### src/rtl/ob_cmd_deser_if.sv
// Byte-stream ingress and command egress bundle for the order-book deserialiser.
// The slave side is the deserialiser; the master side is its upstream source and book.
interface ob_cmd_deser_if #(
  parameter int unsigned CMD_W = 64,
  parameter int unsigned ERR_W = 16
);
  logic             in_vld;
  logic             in_sop;
  logic             in_eop;
  logic [7:0]       in_data;
  logic             in_rdy;
  logic             cmd_full_r;
  logic             cmd_vld_r;
  logic [CMD_W-1:0] cmd_r;
  logic [ERR_W-1:0] err_cnt_r;

  modport slave (
    input  in_vld, in_sop, in_eop, in_data, cmd_full_r,
    output in_rdy, cmd_vld_r, cmd_r, err_cnt_r
  );

  modport master (
    output in_vld, in_sop, in_eop, in_data, cmd_full_r,
    input  in_rdy, cmd_vld_r, cmd_r, err_cnt_r
  );
endinterface

### src/rtl/ob_cmd_deser.sv
// Order-book ingress: assembles an SOP/EOP-framed byte stream (MSB first) into one
// command word, pushes it to the book as a one-cycle strobe, honours the book's
// registered full flag, and counts dropped malformed frames (saturating).
module ob_cmd_deser #(
  parameter int unsigned CMD_W = 64,
  parameter int unsigned ERR_W = 16
) (
  input  logic          clk,
  input  logic          rst,
  ob_cmd_deser_if.slave bus
);
  localparam int unsigned BYTES = (CMD_W + 7) / 8;
  localparam int unsigned SH_W  = BYTES * 8;
  localparam int unsigned CNT_W = $clog2(BYTES + 1);

  typedef enum logic [1:0] {S_IDLE, S_COLLECT, S_DRAIN, S_PEND} state_t;

  state_t           r_state, w_state_nxt;
  logic [CNT_W-1:0] r_byte_cnt, w_byte_cnt_nxt;
  logic [SH_W-1:0]  r_shift, w_shift_nxt;
  logic [CMD_W-1:0] r_cmd;
  logic             r_cmd_vld;
  logic [ERR_W-1:0] r_err_cnt;
  logic             w_in_rdy;
  logic             w_acc;
  logic             w_complete;
  logic             w_err_inc;
  logic             w_issue;

  assign w_in_rdy = (r_state != S_PEND) && rst;
  assign w_acc    = bus.in_vld && w_in_rdy;

  // State register.
  always_ff @(posedge clk or negedge rst) begin
    if (!rst) r_state <= S_IDLE;
    else      r_state <= w_state_nxt;
  end

  // Next-state, byte assembly and drop detection.
  // Bytes shift in from the bottom rather than being written at their final slot;
  // once all BYTES have arrived, byte 0 sits in the top lane exactly as required.
  always_comb begin
    w_state_nxt    = r_state;
    w_byte_cnt_nxt = r_byte_cnt;
    w_shift_nxt    = r_shift;
    w_complete     = 1'b0;
    w_err_inc      = 1'b0;
    if (r_state == S_PEND) begin
      if (!bus.cmd_full_r) w_state_nxt = S_IDLE;
    end else if (w_acc) begin
      if (bus.in_sop) begin
        // A sop while collecting abandons the partial frame and restarts.
        if (r_state == S_COLLECT) w_err_inc = 1'b1;
        w_shift_nxt    = SH_W'(bus.in_data);
        w_byte_cnt_nxt = CNT_W'(1);
        if (!bus.in_eop) begin
          w_state_nxt = S_COLLECT;
        end else if (BYTES == 1) begin
          w_complete = 1'b1;
        end else begin
          w_err_inc   = 1'b1;
          w_state_nxt = S_IDLE;
        end
      end else begin
        case (r_state)
          S_IDLE: begin
            w_err_inc   = 1'b1;
            w_state_nxt = S_DRAIN;
          end
          S_COLLECT: begin
            w_shift_nxt    = (r_shift << 8) | SH_W'(bus.in_data);
            w_byte_cnt_nxt = r_byte_cnt + CNT_W'(1);
            if (r_byte_cnt == CNT_W'(BYTES - 1)) begin
              if (bus.in_eop) begin
                w_complete = 1'b1;
              end else begin
                w_err_inc   = 1'b1;
                w_state_nxt = S_DRAIN;
              end
            end else if (bus.in_eop) begin
              w_err_inc   = 1'b1;
              w_state_nxt = S_IDLE;
            end
          end
          S_DRAIN: begin
            if (bus.in_eop) w_state_nxt = S_IDLE;
          end
          default: ;
        endcase
      end
    end
    if (w_complete) w_state_nxt = bus.cmd_full_r ? S_PEND : S_IDLE;
  end

  // Issue decision: a finished or pending word goes out only when the book has room.
  always_comb begin
    w_issue = (w_complete || (r_state == S_PEND)) && !bus.cmd_full_r;
  end

  // Datapath registers: byte counter, shift register, command output, error counter.
  always_ff @(posedge clk or negedge rst) begin
    if (!rst) begin
      r_byte_cnt <= '0;
      r_shift    <= '0;
      r_cmd      <= '0;
      r_cmd_vld  <= 1'b0;
      r_err_cnt  <= '0;
    end else begin
      r_byte_cnt <= w_byte_cnt_nxt;
      r_shift    <= w_shift_nxt;
      r_cmd_vld  <= w_issue;
      if (w_issue) r_cmd <= w_shift_nxt[CMD_W-1:0];
      if (w_err_inc && (r_err_cnt != '1)) r_err_cnt <= r_err_cnt + ERR_W'(1);
    end
  end

  assign bus.in_rdy    = w_in_rdy;
  assign bus.cmd_vld_r = r_cmd_vld;
  assign bus.cmd_r     = r_cmd;
  assign bus.err_cnt_r = r_err_cnt;
endmodule

### src/flat_wrapper.sv
// flat-port wrapper written by rule: the top's interface ports become plain ports
module ob_cmd_deser_flat 
#(
  parameter int unsigned CMD_W = 64,
  parameter int unsigned ERR_W = 16
)
  (clk, rst, bus_in_vld, bus_in_sop, bus_in_eop, bus_in_data, bus_cmd_full_r, bus_in_rdy, bus_cmd_vld_r, bus_cmd_r, bus_err_cnt_r);
  ob_cmd_deser_if #(.CMD_W(CMD_W), .ERR_W(ERR_W)) bus_i ();
  input  logic clk;
  input  logic rst;
  input wire logic [$bits(bus_i.in_vld)-1:0] bus_in_vld;
  input wire logic [$bits(bus_i.in_sop)-1:0] bus_in_sop;
  input wire logic [$bits(bus_i.in_eop)-1:0] bus_in_eop;
  input wire logic [$bits(bus_i.in_data)-1:0] bus_in_data;
  input wire logic [$bits(bus_i.cmd_full_r)-1:0] bus_cmd_full_r;
  output wire logic [$bits(bus_i.in_rdy)-1:0] bus_in_rdy;
  output wire logic [$bits(bus_i.cmd_vld_r)-1:0] bus_cmd_vld_r;
  output wire logic [$bits(bus_i.cmd_r)-1:0] bus_cmd_r;
  output wire logic [$bits(bus_i.err_cnt_r)-1:0] bus_err_cnt_r;
  assign bus_i.in_vld = bus_in_vld;
  assign bus_i.in_sop = bus_in_sop;
  assign bus_i.in_eop = bus_in_eop;
  assign bus_i.in_data = bus_in_data;
  assign bus_i.cmd_full_r = bus_cmd_full_r;
  assign bus_in_rdy = bus_i.in_rdy;
  assign bus_cmd_vld_r = bus_i.cmd_vld_r;
  assign bus_cmd_r = bus_i.cmd_r;
  assign bus_err_cnt_r = bus_i.err_cnt_r;
  ob_cmd_deser #(.CMD_W(CMD_W), .ERR_W(ERR_W)) u_core (.clk(clk), .rst(rst), .bus(bus_i));
endmodule
### config.mk
export PLATFORM = sky130hd
export DESIGN_NAME = ob_cmd_deser_flat
export DESIGN_NICKNAME = d
export VERILOG_FILES = /design/src/rtl/ob_cmd_deser_if.sv /design/src/rtl/ob_cmd_deser.sv /design/src/flat_wrapper.sv
export SDC_FILE = /design/constraint.sdc
export NUM_CORES = 1
export LEC_CHECK = 0
export ABC_AREA = 0
export CAP_MARGIN = 25
export CORE_MARGIN = 4
export CORE_UTILIZATION = 40
export DETAILED_ROUTE_END_ITERATION = 12
export SYNTH_ARGS = -nofsm -noshare
export SYNTH_HDL_FRONTEND = slang
export SYNTH_SLANG_ARGS = --single-unit
### constraint.sdc
create_clock -name clk -period 3 [get_ports clk]
set_input_delay 0.45 -clock clk [delete_from_list [all_inputs] [get_ports clk]]
set_output_delay 0.45 -clock clk [all_outputs]
set_load 0.1 [all_outputs]
After elaboration in Yosys (flattened, before gate mapping)
Index checks and enable logic that the tools add are counted.
- reduce and logical (&&, ||, !) cells: 12
- equal/unequal tests: 8
- add/sub/neg operators: 2
- mux-type cells: 31
- bitwise gates (word level): 2
- operator list (operator ; number):
    64-bit 2-to-1 mux ; 4
    64-bit by 8-bit OR with 64-bit output ; 1
    2-bit 2-to-1 mux ; 9
    16-bit by 1-bit adder with 16-bit output, second input constant ; 1
    16-bit inequality test, second input constant ; 1
    1-bit 2-to-1 mux ; 14
    4-bit 2-to-1 mux ; 2
    6-bit by 5-bit inequality test with 1-bit output, second input constant ; 1
    2-bit case mux with 3 select lines ; 1
    6-bit nonzero test ; 1
    4-bit by 1-bit adder with 4-bit output, second input constant ; 1
    2-bit equality test, second input constant ; 2
    4-bit by 3-bit equality test with 1-bit output, second input constant ; 1
    1-bit logical AND ; 4
    4-bit AND reduction ; 1
    3-bit by 2-bit inequality test with 1-bit output, second input constant ; 1
    3-bit AND reduction ; 1
    3-bit nonzero test ; 1
    2-bit by 1-bit equality test with 1-bit output, second input constant ; 1
    2-bit zero test ; 1
    2-bit inequality test, second input constant ; 1
    1-bit case mux with 2 select lines ; 1
    2-bit nonzero test ; 1
    1-bit zero test ; 1
    2 further kinds ; 2
- output and inout bits: 82
- bits of input ports: 14
- bits in registers: 151
- logic and storage cells: 61

Logic depth before layout (Yosys ltp)
- depth in word-level cells: 8
- mapped depth: 10
- gate-level depth less buffers: 7

Worst setup path after synthesis
Ideal clock, no wire load.
- path type: reg-to-reg
- start point: reg u_core.r_state[0]
- end point: reg u_core.r_cmd[16], in the netlist u_core.bus.cmd_r[16]
- period minus slack after synthesis: 3.465 ns
- data arrival time: 3.339 ns
- stages on the path, launching flop included: 9
- library setup time: 0.126 ns
- required time: 2.874 ns
- setup slack: -0.465 ns
- cell sequence: dfrtp_1 > ha_1 > nor2b_1 > nand2_1 > nor2_1 > buf_2 > buf_2 > a21oi_1 > mux2_4
- elaborated cells between the ends (all ways): 15
- those cells by class: eq/ne: 3; mux: 8; reduce/logical: 4
- RTL lines (what ; RTL line ; RTL):
    start, declared ; ob_cmd_deser.sv:18 ; state_t r_state, w_state_nxt;
    start signal, assigned ; ob_cmd_deser.sv:36 ; else r_state <= w_state_nxt;
    2-bit inequality test ; ob_cmd_deser.sv:30 ; assign w_in_rdy = (r_state != S_PEND) && rst;
    1-bit logical AND ; ob_cmd_deser.sv:30 ;
    named net bus_in_rdy ; flat_wrapper.sv:16 ; output wire logic [$bits(bus_i.in_rdy)-1:0] bus_in_rdy;
    1-bit logical AND ; ob_cmd_deser.sv:31 ; assign w_acc = bus.in_vld && w_in_rdy;
    64-bit 2-to-1 mux ; ob_cmd_deser.sv:50 ; end else if (w_acc) begin
    64-bit 2-to-1 mux ; ob_cmd_deser.sv:48 ; if (r_state == S_PEND) begin
    named net u_core.w_shift_nxt[16] ; ob_cmd_deser.sv:20 ; logic [SH_W-1:0] r_shift, w_shift_nxt;
    end signal, assigned ; ob_cmd_deser.sv:112 ; if (w_issue) r_cmd <= w_shift_nxt[CMD_W-1:0];
    end, declared ; ob_cmd_deser.sv:21 ; logic [CMD_W-1:0] r_cmd;
The timed path passes the listed nets, and every way through them passes these cells.
A chain may end at the register's enable or synchronous reset.

Final worst setup path
- start point: reg u_core.r_state[1]
- end point: reg u_core.r_cmd[56], in the netlist u_core.bus.cmd_r[56]
- cells in the longest elaborated chain, start to end: 7
- elaborated cells between the ends (all ways): 15
- those cells by class: eq/ne: 3; mux: 8; reduce/logical: 4
- RTL lines (what ; RTL line ; RTL):
    2-bit by 1-bit equality test with 1-bit output / 2-bit inequality test (equally long branches) ; ob_cmd_deser.sv:65, ob_cmd_deser.sv:30 ;
    1-bit 2-to-1 mux / 1-bit logical AND (equally long branches) ; ob_cmd_deser.sv:65, ob_cmd_deser.sv:30 ;
    1-bit 2-to-1 mux / 1-bit logical AND (equally long branches) ; ob_cmd_deser.sv:51, ob_cmd_deser.sv:31 ;
    1-bit 2-to-1 mux ; ob_cmd_deser.sv:50 ;
    1-bit 2-to-1 mux ; ob_cmd_deser.sv:48 ;
    1-bit logical OR ; ob_cmd_deser.sv:97 ; w_issue = (w_complete || (r_state == S_PEND)) && !bus.cmd_full_r;
    1-bit logical AND ; ob_cmd_deser.sv:97 ;
Parallel ways exist; a longest one is shown, timed or not.

==> impl_metrics.ini <==
[layout]
layout.cells.most_common = sky130_fd_sc_hd__dfrtp_1
layout_cell_share_with_drive_strength_beyond_1_pct = 31.77
fill_cells = 1443
n_antenna_cell = 0
area_growth_pct = 24.90
nets = 649
final_cell_mix = sky130_fd_sc_hd__dfrtp_1, sky130_fd_sc_hd__buf_4, sky130_fd_sc_hd__nor2_1

[drt]
routed-via-count = 4235
viasPerCell = 4.953
drt.antenna.violating_nets = 0
drt_drc_violations_left = 0
post_drt_wl_per_cell_um = 16.15
drt-pass1-iter-count = 4
routed_wl_um = 13800
first_iter_violations = 245

[sta]
fin_skew_ps = 6.003
setup_viol = 0
worst-slew-pin-transition_ps = 512.2
final_worst_path_period_share_pct = 79.00
achievable-frequency_mhz = 422.0
hold_violations_final = 0
timing.final.crit_period_ps = 2370
rsz0062_at_grt = no
setup-tns-final_ps = 0
timing.max_slew.rel_slack_pct = 65.42
report.final.slew_viol_count = 0

[floorplan]
chipWidth_um = 135.1
die_height_um = 135.1
io_pins = 96
fp-row-count = 46
total_die_area_um2 = 18250
core_area_um2 = 15890
initial_core_util_pct = 40.68

[global_route]
grt_use_total_pct = 15.95
maximum_number_of_pins_on_one_net_before_global_route_repair = 79
initial_antenna_violation_count = 0
grt_pass1_wl_um = 23130
first_global_vias = 4398
global_route.overflow_total = 0

[yosys]
synth-seq-cells = 151
synth_compound_gate_area_share_pct = 6.176
yosys-top-cells-area = sky130_fd_sc_hd__dfrtp_1, sky130_fd_sc_hd__mux2_2, sky130_fd_sc_hd__mux2_4, sky130_fd_sc_hd__nand2b_1, sky130_fd_sc_hd__a21oi_1
syn_avg_cell_area_um2 = 12.17
asyncSetResetFlopFracSynth_pct = 100.0
synth_flop_cell = sky130_fd_sc_hd__dfrtp_1
synthesized_net_count = 551
synth_warnings = 0
synth-adder-area-share_pct = 1.162
muxShareOfSynthArea_pct = 14.97
largest_family_of_logic_cells_by_synthesized_area = multiplexers
number_of_synthesized_flops_with_an_enable_pin = 0
synth_top_area_cell = sky130_fd_sc_hd__dfrtp_1
ys_types = 38
ys_seq_area_share_pct = 58.47
synth_cells = 531
xor_xnor_share_of_the_synthesized_area_pct = 2.033
synth_largest_type_area_fraction_pct = 58.47
netlist_area_um2 = 6462
synth_simple_gate_area_share_pct = 14.56

[clock_tree]
cts_resized = 0
clkLatencyLatePin_ps = 420
cts.clk_slew.worst_paths_ps = 60
cts-root-buf = sky130_fd_sc_hd__clkbuf_16
cts_tree = done
tritoncts_sinks = 151
postCtsHoldBufs = 1
tritoncts.num_buffers = 17
ctsHtreeMaxLevel = 4
post_cts_setup_buffer_count = 0
ctsLongestPathBuffers = 2

[setup_path]
cp-start-kind = register
critical_path_required_ps = 3290
r2r_setup_slack_ps = 630
crit_path_cell_trace = inv_1, ha_1, nand4b_1, nor3_1, o21ai_2, inv_2, buf_12, mux2_2
path_max_fanout = 57
critical-path-max-stage-delay_ps = 420
path_delay_family = buffers and inverters
crit_buf_inv = 3
cp.arrival_ps = 2660
critPathKind = register to register
critical_path.slowest_cell = sky130_fd_sc_hd__dfrtp_1
nature_of_the_critical_path_endpoint = register

[place]
buffer_ports.inserted = 95
place.gp.congestion = 0.8844
detailedPlacementHpwl_um = 8898

[outcome]
outcome = completed

[flow_run]
maxCapViolations = 0

[worst_hold_path]
worst_hold_path_type = input pin to register
worst register-to-register path, delay by kind of cell, from the launching register on:
kind,cells,cell delay (ps)
multiplexers,1,410
buffers and inverters,3,530
flip-flops,1,420
adder cells (fa/ha/maj),1,330
AND/OR/NAND/NOR,2,460
AO/OA/AOI/OAI,1,110
synth_stat cells (2+ instances only):
master,instances
sky130_fd_sc_hd__buf_2,13
sky130_fd_sc_hd__nor2_1,66
sky130_fd_sc_hd__inv_1,5
sky130_fd_sc_hd__nand2b_1,58
sky130_fd_sc_hd__nand3_1,10
sky130_fd_sc_hd__buf_6,4
sky130_fd_sc_hd__a31oi_1,2
sky130_fd_sc_hd__mux2_4,30
sky130_fd_sc_hd__o21ai_0,4
sky130_fd_sc_hd__ha_1,6
sky130_fd_sc_hd__o211ai_1,2
sky130_fd_sc_hd__and2_1,2
sky130_fd_sc_hd__nor3_1,3
sky130_fd_sc_hd__and3b_1,2
sky130_fd_sc_hd__and3_1,4
sky130_fd_sc_hd__mux2_2,44
sky130_fd_sc_hd__and4_1,4
sky130_fd_sc_hd__clkbuf_1,10
sky130_fd_sc_hd__dfrtp_1,151
sky130_fd_sc_hd__nand2_1,12
sky130_fd_sc_hd__nor2b_1,2
sky130_fd_sc_hd__a21oi_1,60
sky130_fd_sc_hd__xnor2_1,14
sky130_fd_sc_hd__nand4b_1,3
sky130_fd_sc_hd__nand4_1,7
cells by family (layout without fill, tap and decap cells):
family,after synthesis,in the layout
DFF,151,151
and+or+nand+nor,176,176
buffers and inverters,33,141
muxes,76,76
adders and majority gates,6,6
AOI/OAI and AO/OA,74,74
xor gates and xnor gates,15,15
metrics by stage:
stage / hold WS (ps) / area (um2) / utilization (%) / setup slack (ps) / std cells
after global routing: 464.5 / 8071 / 50.81 / 495.4 / 855
after detailed placement: 304.7 / 7456 / 46.94 / 496.0 / 824
after floorplan: 154.4 / 6465 / - / 173.4 / 531
final: 434.8 / 8071 / 50.81 / 630.1 / 855
after global placement: 305.5 / 7456 / 46.94 / 552.3 / 824
after CTS: 415.8 / 8044 / 50.64 / 613.6 / 854
registers in the layout (all words and copies together) (netlist names):
register              count
u_core.r_byte_cnt         4
u_core.r_state            2
u_core.bus.cmd_r         64
u_core.r_shift           64
u_core.bus.err_cnt_r     16
u_core.bus.cmd_vld_r      1
final cells by class:
class | instances | area (um2) | area share (%)
Clock buffer | 27 | 543.0 | 6.728
Timing Repair Buffer | 106 | 897.1 | 11.11
Multi-Input combinational cell | 347 | 2525 | 31.28
Tap cell | 216 | 270.3 | 3.348
Inverter | 6 | 22.52 | 0.2790
Clock inverter | 2 | 35.03 | 0.4340
Sequential cell | 151 | 3779 | 46.81
per-layer routing:
metal	up-vias	GRT usage (%)	routed length, um
li1	2012	-	-
met1	2116	22.18	6391
met4	0	5.095	176
met5	-	0	0
met2	90	24.56	6590
met3	17	4.210	646
path summary, 6_finish.rpt:
path | depth (start not counted) | endpoint | from
worst max-delay path | 8 | u_core.bus.cmd_r[56] | u_core.r_state[1]
worst min-delay path | 2 | u_core.r_byte_cnt[2] | bus_in_sop
worst max register to register | 8 | u_core.bus.cmd_r[56] | u_core.r_state[1]
worst min register to register | 1 | u_core.bus.cmd_r[2] | u_core.bus.cmd_r[2]
max in group asynchronous | 4 | u_core.r_shift[23] | rst
min in group asynchronous | 2 | u_core.r_shift[49] | rst
Power is not shown: default switching activity piles up to over one toggle a cycle in this logic, so the estimate is an artifact.
